File: src/rtl/mips_pkg.sv
// Shared definitions for the MIPS core pipeline stages.
package mips_pkg;

  localparam logic [31:0] RESET_PC_DEFAULT = 32'h0000_0000;

  // One instruction-queue entry: the fetch PC paired with the returned word.
  typedef struct packed {
    logic [31:0] pc;
    logic [31:0] instr;
  } fetch_entry_t;

  // J/JAL target: the upper nibble comes from the PC of the delay-slot position (pc+4).
  function automatic logic [31:0] j_target(input logic [31:0] pc,
                                           input logic [25:0] instr_index);
    logic [31:0] pc_plus4;
    pc_plus4 = pc + 32'd4;
    return {pc_plus4[31:28], instr_index, 2'b00};
  endfunction

endpackage

File: src/rtl/fetch_fifo.sv
// Small synchronous FIFO with flush, used for in-flight PCs and the instruction queue.
module fetch_fifo #(
  parameter int W     = 32,
  parameter int DEPTH = 2
) (
  input  logic                     clk,
  input  logic                     reset,
  input  logic                     push,
  input  logic [W-1:0]             push_data,
  input  logic                     pop,
  input  logic                     flush,
  output logic [W-1:0]             head_data,
  output logic                     full,
  output logic                     empty,
  output logic [$clog2(DEPTH):0]   count
);

  localparam int PTR_W = $clog2(DEPTH);
  localparam int CNT_W = $clog2(DEPTH) + 1;

  logic [W-1:0]     mem [DEPTH];
  logic [PTR_W-1:0] rd_ptr;
  logic [PTR_W-1:0] wr_ptr;
  logic             do_push;
  logic             do_pop;

  assign full      = (count == CNT_W'(DEPTH));
  assign empty     = (count == '0);
  assign do_pop    = pop && !empty;
  assign do_push   = push && (!full || do_pop);
  assign head_data = mem[rd_ptr];

  // Storage and pointers; pointers wrap naturally since DEPTH is a power of 2.
  always_ff @(posedge clk or posedge reset) begin
    if (reset) begin
      for (int i = 0; i < DEPTH; i++) mem[i] <= '0;
      rd_ptr <= '0;
      wr_ptr <= '0;
      count  <= '0;
    end else if (flush) begin
      rd_ptr <= '0;
      wr_ptr <= '0;
      count  <= '0;
    end else begin
      if (do_push) begin
        mem[wr_ptr] <= push_data;
        wr_ptr      <= wr_ptr + 1'b1;
      end
      if (do_pop) rd_ptr <= rd_ptr + 1'b1;
      count <= count + CNT_W'(do_push) - CNT_W'(do_pop);
    end
  end

endmodule

File: src/rtl/fetch_unit.sv
// Instruction fetch stage: issues in-order imem requests, remembers the PC of
// every request in flight, queues returned words for decode and handles
// decode-stage jumps and EX-stage redirects by flushing and squashing.
module fetch_unit
  import mips_pkg::*;
#(
  parameter logic [31:0] RESET_PC = RESET_PC_DEFAULT,
  parameter int          QDEPTH   = 2,
  parameter int          CNT_W    = $clog2(QDEPTH) + 1
) (
  input  logic        clk,
  input  logic        reset,
  input  logic        AnyStall,
  input  logic        Jump_IDM1,
  input  logic [25:0] JumpTgt_IDM1,
  input  logic        ExRedirect_EX,
  input  logic [31:0] ExRedirectPc_EX,
  output logic        ImemReq,
  output logic [31:0] ImemAddr,
  input  logic        ImemGnt,
  input  logic        ImemRspVal,
  input  logic [31:0] ImemRspData,
  output logic [31:0] Pc_IF,
  output logic [31:0] FetchData_IF,
  output logic        InstrVal_IF
);

  localparam int IU_W = CNT_W + 1;

  fetch_entry_t     iq_head;
  fetch_entry_t     iq_wdata;
  logic [31:0]      fpc;
  logic [31:0]      rsp_pc;
  logic [31:0]      redirect_pc;
  logic [CNT_W-1:0] outstanding;
  logic [CNT_W-1:0] occupancy;
  logic [CNT_W-1:0] squash;
  logic [IU_W-1:0]  in_use;
  logic             pcq_full, pcq_empty, iq_full, iq_empty;
  logic             grant, rsp, head_pop, jump_take, redirect, iq_push;
  logic             unused_bits;

  assign grant     = ImemReq && ImemGnt;
  assign rsp       = ImemRspVal && !pcq_empty;
  assign head_pop  = !iq_empty && !AnyStall;
  assign jump_take = Jump_IDM1 && head_pop;
  assign redirect  = ExRedirect_EX || jump_take;

  // EX wins over a same-cycle jump.
  assign redirect_pc = ExRedirect_EX ? {ExRedirectPc_EX[31:2], 2'b00}
                                     : j_target(iq_head.pc, JumpTgt_IDM1);

  // Responses for squashed requests, or arriving in a redirect cycle, are dropped.
  assign iq_push  = rsp && !redirect && (squash == '0);
  assign iq_wdata = '{pc: rsp_pc, instr: ImemRspData};

  // Every request in flight owns a queue slot. A head leaving this cycle frees
  // its slot before any response to a request issued now can land, which keeps
  // one-cycle memory streaming at one instruction per cycle.
  assign in_use  = IU_W'(outstanding) + IU_W'(occupancy) - IU_W'(head_pop);
  assign ImemReq = !reset && !pcq_full && (in_use < IU_W'(QDEPTH));

  assign ImemAddr     = fpc;
  assign Pc_IF        = iq_head.pc;
  assign FetchData_IF = iq_head.instr;
  assign InstrVal_IF  = !iq_empty;

  assign unused_bits = ^{iq_full, ExRedirectPc_EX[1:0]};

  // Fetch PC: a redirect replaces any pending address, a grant advances it.
  always_ff @(posedge clk or posedge reset) begin
    if (reset)         fpc <= RESET_PC;
    else if (redirect) fpc <= redirect_pc;
    else if (grant)    fpc <= fpc + 32'd4;
  end

  // Squash count: on redirect, everything still in flight after this cycle is stale.
  always_ff @(posedge clk or posedge reset) begin
    if (reset)                       squash <= '0;
    else if (redirect)               squash <= outstanding + CNT_W'(grant) - CNT_W'(rsp);
    else if (rsp && squash != '0)    squash <= squash - 1'b1;
  end

  fetch_fifo #(.W(32), .DEPTH(QDEPTH)) u_pc_fifo (
    .clk       (clk),
    .reset     (reset),
    .push      (grant),
    .push_data (fpc),
    .pop       (rsp),
    .flush     (1'b0),
    .head_data (rsp_pc),
    .full      (pcq_full),
    .empty     (pcq_empty),
    .count     (outstanding)
  );

  fetch_fifo #(.W(64), .DEPTH(QDEPTH)) u_instr_q (
    .clk       (clk),
    .reset     (reset),
    .push      (iq_push),
    .push_data (iq_wdata),
    .pop       (head_pop),
    .flush     (redirect),
    .head_data (iq_head),
    .full      (iq_full),
    .empty     (iq_empty),
    .count     (occupancy)
  );

endmodule

File: config.mk
export PLATFORM = sky130hd
export DESIGN_NAME = fetch_unit
export DESIGN_NICKNAME = d
export VERILOG_FILES = /design/src/rtl/mips_pkg.sv /design/src/rtl/fetch_fifo.sv /design/src/rtl/fetch_unit.sv
export SDC_FILE = /design/constraint.sdc
export NUM_CORES = 1
export LEC_CHECK = 0
export CAP_MARGIN = 20
export CORE_ASPECT_RATIO = 0.9
export CORE_UTILIZATION = 45
export CTS_CLUSTER_SIZE = 25
export DETAILED_ROUTE_END_ITERATION = 10
export PLACE_DENSITY = 0.7
export SYNTH_ARGS = -nofsm -noshare
export SYNTH_HDL_FRONTEND = slang
export SYNTH_SLANG_ARGS = --single-unit
File: constraint.sdc
create_clock -name clk -period 9.1 [get_ports clk]
set_clock_uncertainty 0.2 [all_clocks]
set_input_delay 1.82 -clock clk [delete_from_list [all_inputs] [get_ports clk]]
set_output_delay 1.82 -clock clk [all_outputs]
set_load 0.02 [all_outputs]
* Yosys cells after proc, flatten, opt, wreduce, memory -nomap -nowiden
Cells that the tools add are included.
** Word-level totals
- Register bits after elaboration :: 234
- Bits of input ports :: 97
- Output and inout port bits :: 98
- Logic and storage cells :: 97
** Operators by class
- Add/subtract/negate cells :: 15
- Magnitude comparators :: 7
- Equality and inequality tests :: 2
- Muxes and demuxes :: 22
- Bitwise logic cells :: 5
- Reduce and logical (&&, ||, !) cells :: 34
** Operators with widths (count)
- $mux 64 :: 4
- $mux 32 :: 7
- $bwmux 128 :: 1
- $add 32x3->32 const B :: 2
- $bwmux 64 :: 1
- $demux 64 s1 :: 1
- $demux 32 s1 :: 1
- $logic_and 1x1->1 :: 15
- $reduce_bool 2->1 :: 5
- $ge 2x2->1 const B :: 4
- $not 1->2 :: 4
- $logic_not 1->1 :: 7
- $add 2x1->2 :: 3
- $logic_not 2->1 :: 3
- $mux 2 :: 3
- $sub 2x1->2 :: 3
- $add 1x1->1 const B :: 4
- $eq 2x2->1 const B :: 2
- $lt 2x1->1 const B :: 2
- $mux 1 :: 4
- $add 2x2->3 :: 1
- $logic_or 1x1->1 :: 3
- $lt 3x2->1 const B :: 1
- $sub 3x1->3 :: 1
- 3 further kinds :: 3

* Depth between registers and ports, before layout
Gate-level depths: netlist of run 1.
- Depth in word-level cells :: 12
- Depth in mapped cells :: 13
- Depth with buffers taken out :: 11

* Hierarchy
Synthesis of run 1 repeated with hierarchy kept, for this count alone.
** Second synthesis, totals
- Cells, all modules :: 863
- Area, all modules :: 11591.1 µm²
** Modules (own cells, without submodules)
- fetch_fifo at u_instr_q :: times used 1, cells an instance 366, area an instance 5983.2 µm², seq. area each 3303.2 µm²
- fetch_fifo at u_pc_fifo :: times used 1, cells an instance 196, area an instance 3110.5 µm², seq. area each 1701.6 µm²
- fetch_unit :: times used 1, cells an instance 301, area an instance 2497.4 µm², seq. area each 800.8 µm²

* Least setup slack after synthesis of run 1
Ideal clock, no wire load.
- Kind :: input -> output
- From :: input port AnyStall
- To :: output port ImemReq
- Arrival :: 3.345 ns
- Required time :: 7.080 ns
- Path slack :: 3.735 ns
- Stages on the path :: 7
- Path buffers :: 0
- Path through :: o21ba_2 -> ha_1 -> nand2b_1 -> fa_1 -> nor2b_1 -> nand2_1 -> nor2_1
** On the way
- Longest elaborated chain between the ends :: 5
** Ends and longest elaborated chain
- start, declared :: line fetch_unit.sv:13 : input logic AnyStall,
- $logic_not 1->1 :: line fetch_unit.sv:45 : assign head_pop = !iq_empty && !AnyStall;
- $logic_and 1x1->1 :: line fetch_unit.sv:45
- $sub 3x1->3 :: line fetch_unit.sv:60 : assign in_use = IU_W'(outstanding) + IU_W'(occupancy) - IU_W'(head_pop);
- $lt 3x2->1 :: line fetch_unit.sv:61 : assign ImemReq = !reset && !pcq_full && (in_use < IU_W'(QDEPTH));
- $logic_and 1x1->1 :: line fetch_unit.sv:61
- end, declared :: line fetch_unit.sv:18 : output logic ImemReq,
Every way passes these cells.

* Final worst setup path of run 1
Ends and elaborated chain as after synthesis.

==> flow_summary.json, run 1 <==
{
  "die_h_microns": 148,
  "required_ns": 7.08,
  "regArea_sq_um": 5610,
  "drcViolationCount": 0,
  "clk_pin_slew_ns": 0.05,
  "dr.pass1.iters": 5,
  "rows": 53,
  "ir_drop_mv": 0.177,
  "max_clock_freq_mhz": 159,
  "cts.sinks": 224,
  "finalHoldViolCount": 0,
  "synth_top_area_cell": "dfrtp_1",
  "syn_area_per_cell_sq_um": 11.5,
  "die-area_sq_um": 24300,
  "clockBufferDepth": 3,
  "grt_pass1_wl_microns": 39700,
  "hp-class": "reg2reg",
  "rsz0062_at_grt": "false",
  "clock_latency_ns": 0.51,
  "ioPinCount": 195,
  "layout_min_cycle_time_ns": 6.30,
  "grt_max_degree": 141,
  "dp_hpwl_microns": 16600,
  "worstPathArrival_ns": 4.28,
  "synth_area_leaders": "dfrtp_1 (53%), mux2_2 (19%), mux2i_1 (3.7%)",
  "syn_area_sq_um": 10700,
  "p_per_area_nw_per_um2": 342,
  "root_buffer": "clkbuf_16",
  "worst_slew_pin_slew_ns": 1.00,
  "start_kind": "input port",
  "cts_hold_buf": 0,
  "post_cts_resized": 0,
  "multi_input_area_sq_um": 4750,
  "setup-violations-final": 0,
  "initial_core_util_pct": 45.7,
  "p_leak_uw": 0.00585,
  "syn_to_final_growth_pct": 26.9,
  "end_kind": "primary output",
  "final_antenna_net_count": 0,
  "crit_fanout": 3,
  "cts-htree-levels": 1,
  "whs_path_depth": 2,
  "rr_worst_depth": 10,
  "crit_path_frequent_cell": "clkdlybuf4s50_1",
  "wl_per_cell_microns": 17.6,
  "status": "finished, final reports clean",
  "maxCapViolations": 0,
  "synth_common_cells": "dfrtp_1 (224), mux2_2 (180), nand2_1 (79)",
  "tns_ns": 0,
  "ys.flop_type": "dfrtp_1",
  "synth_edf_count": 0,
  "core_sq_um": 23300,
  "fin_nets": 1205,
  "reg2reg_slack_ns": 5.00,
  "synth_seq_cells": 224,
  "async_flop_share_pct": 100,
  "drtIter0Drc": 366,
  "fin_crit_sh_pct": 69.2,
  "synth_cell_type_count": 49,
  "gp_congestion": 0.893,
  "num_antenna_cells": 0,
  "r2r_start": "u_instr_q.count[1]$_DFF_PP0_",
  "synthMostInstantiatedCell": "dfrtp_1",
  "crit_chain": "clkdlybuf4s50_1, o21ba_2, ha_1, nand2b_1, fa_1, nor2b_1, nand2_1, nor2_1, clkdlybuf4s50_1",
  "ys_warn_count": 0,
  "slew_headroom_pct": 33.1,
  "synth_top_area_share_pct": 52.5,
  "power.total_uw": 4640,
  "routed_wl_microns": 24900,
  "antenna_found_initial": 0,
  "critical_path_class": "in2out",
  "syn-instance-count": 930,
  "track_usage_pct": 20.6,
  "slowest_stage": "clkdlybuf4s50_1",
  "nFillCells": 2001,
  "synth_seq_area_share_pct": 52.5,
  "post_cts_buffers": 0,
  "routed-via-count": 7634,
  "max_stage_delay_ns": 0.61,
  "grt_pass1_vias": 7455,
  "overflow": 0,
  "r2r_end": "u_pc_fifo.mem[20]$_DFFE_PP0P_",
  "avgViaCountPerCell": 5.41,
  "portBuffers": 188,
  "drive_gt1_share_pct": 21.3,
  "numCtsBuffers": 25,
  "slew_viol_final": 0,
  "die_x_microns": 164,
  "cts_tree": "done",
  "hold_start": "u_pc_fifo.mem[12]$_DFFE_PP0P_",
  "hold_path_end": "u_pc_fifo.mem[12]$_DFFE_PP0P_"
}
[critical path, delay by kind of cell]
| kind | cells | cell delay, ns |
|---|---|---|
| adder cells (fa/ha/maj) | 2 | 0.73 |
| AO/OA/AOI/OAI | 1 | 0.17 |
| AND/OR/NAND/NOR | 4 | 0.47 |
| buffers and inverters | 2 | 1.09 |
[stage by stage]
| stage | cells | util, % | instance area (sq um) | setup WS (ns) | hold WS (ns) |
|---|---|---|---|---|---|
| after global routing | 1412 | 58.0 | 13500 | 2.68 | 0.311 |
| after global placement | 1371 | 54.7 | 12800 | 2.78 | 0.260 |
| after floorplan | 933 | - | 10700 | 0.946 | 0.244 |
| final | 1412 | 58.0 | 13500 | 2.80 | 0.290 |
| after CTS | 1410 | 57.8 | 13500 | 2.78 | 0.286 |
| after detailed placement | 1371 | 54.7 | 12800 | 2.79 | 0.267 |
[routing by layer]
metal | routed length, microns | part of all wire [%] | track usage [%]
met5 | 0 | 0 | 0
met4 | 391 | 1.6 | 4.68
met3 | 1700 | 6.8 | 4.57
met2 | 11000 | 44 | 31.3
met1 | 11800 | 48 | 30.0
[worst max-delay path by stage]
stage	start	end	slack [ns]	depth (start not counted)
after floorplan	reset	ImemAddr[10]$_DFFE_PP0P_	0.95	1
after global placement	AnyStall	ImemReq	2.78	9
after detailed placement	AnyStall	ImemReq	2.79	9
after CTS	AnyStall	ImemReq	2.78	9
after global routing	AnyStall	ImemReq	2.68	9
final	AnyStall	ImemReq	2.80	9
[area by class of cell]
type	count	share of cell area, %
inverter	18	0.554
sequential	224	41.4
tap	302	2.79
timing repair buffer	200	14.8
clock inverter	6	0.406
clock buffer	33	4.99
multi-input combinational	629	35.1
[logic make-up after synthesis]
family / Yosys count / share of synthesized area, %
buf+inv: 80 / 3.25
simple gates: 215 / 9.61
flops: 224 / 52.5
fa+ha+maj: 10 / 1.24
mux: 219 / 22.6
other cells: 1 / 0.0351
compound gates: 153 / 8.42
xor+xnor: 28 / 2.30
[registers in the layout, summed over array words and instances, names as in the netlist]
name	count
u_instr_q.mem	124
u_pc_fifo.mem	60
ImemAddr	30
squash	2
u_instr_q.count	2
u_pc_fifo.count	2
u_instr_q.rd_ptr	1
u_instr_q.wr_ptr	1
u_pc_fifo.rd_ptr	1
u_pc_fifo.wr_ptr	1
[cells in the final DEF (no fill, tap or decap), types with 17 or more instances in the layout]
cell,n
clkbuf_16,25
mux2_2,180
o21ai_0,57
inv_1,17
nand3_1,23
nor2_1,46
dfrtp_1,223
mux2i_1,39
a21oi_1,49
nand2_1,78
clkdlybuf4s50_1,188
xnor2_1,22
[where the power goes]
group          internal, uW  switching [uW]
combinational          1040             980
sequential             1410             289
clock                   542             378
No activity file was read; power rests on OpenSTA's default activity.
==> inputs of run 2 (changes only) <==
Clock period 9.1 ns to 6.5 ns, I/O delays scaled along.
==> run 2 against run 1 <==
Compared with the run above: die area unchanged; setup slack worse by 1.6 ns; clock-buffer cell count unchanged; sequential power up 42%; power up 40%; clock power up 41%; first-iteration DRC count up 22%; via count up 1.1%; largest power group unchanged.
==> flow_summary.json, run 2 (synthesis results as in run 1) <==
{
  "cts.sinks": 224,
  "rows": 53,
  "syn_to_final_growth_pct": 26.9,
  "regArea_sq_um": 5610,
  "wl_per_cell_microns": 17.7,
  "cts_tree": "done",
  "rsz0062_at_grt": "false",
  "initial_core_util_pct": 45.7,
  "avgViaCountPerCell": 5.45,
  "die_x_microns": 164,
  "use_met3_pct": 4.07,
  "gp_congestion": 0.896,
  "slew_viol_final": 0,
  "cts-htree-levels": 1,
  "final_common_cell": "dfrtp_1",
  "r2r_start": "u_instr_q.count[1]$_DFF_PP0_",
  "status": "finished, final reports clean",
  "end_kind": "primary output",
  "final_antenna_net_count": 0,
  "numCtsBuffers": 25,
  "drive_gt1_share_pct": 21.5,
  "layout_common_cells": "dfrtp_1 (223), clkdlybuf4s50_1 (188), mux2_2 (180), nand2_1 (78), o21ai_0 (57)",
  "reg2reg_slack_ns": 2.62,
  "start_kind": "input port",
  "switching_share_pct": 35.7,
  "die-area_sq_um": 24300,
  "finalHoldViolCount": 0,
  "p_per_area_nw_per_um2": 481,
  "critical_path_class": "in2out",
  "placed_cell_area_sq_um": 12800,
  "hp-class": "reg2reg",
  "cts_hold_buf": 0,
  "combPwrFrac_pct": 42.9,
  "root_buffer": "clkbuf_16",
  "fin_crit_sh_pct": 81.6,
  "multi_input_area_sq_um": 4760,
  "crit_fanout": 3,
  "portBuffers": 188,
  "gr-usage-met1_pct": 30.3,
  "antenna_found_initial": 0,
  "p_clk_share_pct": 19.9,
  "track_usage_pct": 20.7,
  "dp_hpwl_microns": 17000,
  "rr_worst_depth": 10,
  "post_cts_buffers": 0,
  "dr.pass1.iters": 6,
  "num_antenna_cells": 0,
  "nFillCells": 2007,
  "post-place-cells": 1374,
  "fin_nets": 1206,
  "grt.busiest_layer": "met2",
  "fin_area_sq_um": 13500,
  "drcViolationCount": 0,
  "whs_path_depth": 2,
  "regMostFlops": "u_instr_q.mem",
  "worstPathArrival_ns": 3.80,
  "tns_ns": 0,
  "r2r_end": "ImemAddr[30]$_DFFE_PP0P_",
  "post_cts_resized": 0,
  "p_switching_uw": 2330,
  "clock_latency_ns": 0.50,
  "clk_pin_slew_ns": 0.06,
  "core_sq_um": 23300,
  "layout_min_cycle_time_ns": 5.30,
  "grt_use_met2_pct": 31.5,
  "setup-violations-final": 0,
  "grt_pass1_wl_microns": 40100,
  "p_leak_uw": 0.00586,
  "hold_start": "u_instr_q.mem[62]$_DFFE_PP0P_",
  "required_ns": 5.00,
  "hold_path_end": "u_instr_q.mem[62]$_DFFE_PP0P_",
  "slew_headroom_pct": 31.8,
  "max_clock_freq_mhz": 189,
  "p_int_uw": 4190,
  "grt_pass1_vias": 7657,
  "pwr-share-seq_pct": 37.2,
  "drtIter0Drc": 446,
  "clockBufferDepth": 3,
  "fin_cells": 1416,
  "overflow": 0,
  "routed_wl_microns": 25100,
  "ir_drop_mv": 0.268,
  "worst_slew_pin_slew_ns": 1.02,
  "die_h_microns": 148,
  "largest_reg_flops": 124,
  "ioPinCount": 195,
  "routed-via-count": 7721,
  "grt_max_degree": 154,
  "maxCapViolations": 0
}
==> run 2: cell types whose count changed in the layout (fill, tap and decap cells not counted) <==
cell,previous run,this run
clkinv_2,5,7
inv_8,1,0
nand2_4,0,1
buf_4,10,12
nand2_2,1,0
clkinvlp_4,0,1
buf_16,1,0
clkbuf_1,6,7
clkbuf_8,2,1
clkinv_4,0,1
==> run 2: worst max-delay path, stage by stage <==
cell             delay, ns
clkdlybuf4s50_1       0.49
o21ba_2               0.17
ha_1                  0.27
nand2b_1              0.15
fa_1                  0.47
nor2b_1               0.16
nand2_1               0.06
nor2_1                0.12
clkdlybuf4s50_1       0.61
==> run 2: cell type report <==
| class | instances | area share [%] |
|---|---|---|
| flip-flops and latches | 224 | 41.4 |
| clock buffers | 33 | 4.91 |
| multi-input cells | 629 | 35.1 |
| repair buffers | 201 | 14.7 |
| clock inverters | 9 | 0.545 |
| inverters | 18 | 0.526 |
| well taps | 302 | 2.79 |
==> run 2: power by group through the flow <==
| stage | logic [uW] | registers (uW) | clock network (uW) |
|---|---|---|---|
| after floorplan | 1800 | 2330 | 0 |
| after global placement | 2770 | 2410 | 0 |
| after detailed placement | 2810 | 2440 | 0 |
| after CTS | 2830 | 2420 | 1330 |
| after global routing | 3030 | 2500 | 1390 |
| final | 2800 | 2420 | 1300 |
==> run 2: how the worst max path moves through the flow <==
| stage | to | start | depth (start not counted) |
|---|---|---|---|
| finish | ImemReq | AnyStall | 9 |
| global route | ImemReq | AnyStall | 9 |
| CTS | ImemReq | AnyStall | 9 |
| detailed placement | ImemReq | AnyStall | 9 |
| global placement | ImemReq | AnyStall | 9 |
| floorplan | ImemAddr[10]$_DFFE_PP0P_ | reset | 1 |
==> run 2: metrics by stage <==
step	total power [uW]	setup slack, ns	utilization, %	hold WS, ns
after CTS	6580	1.20	58.0	0.288
after global placement	5180	1.23	54.9	0.259
final	6510	1.20	58.0	0.283
after detailed placement	5250	1.20	54.9	0.274
after global routing	6920	1.07	58.0	0.306
after floorplan	4130	2.08	-	0.244
==> run 2: layer usage <==
metal / vias up / wire length [microns]
li1: 3637 / -
met1: 3770 / 11800
met2: 279 / 11000
met3: 35 / 1770
met4: 0 / 443
met5: - / 0
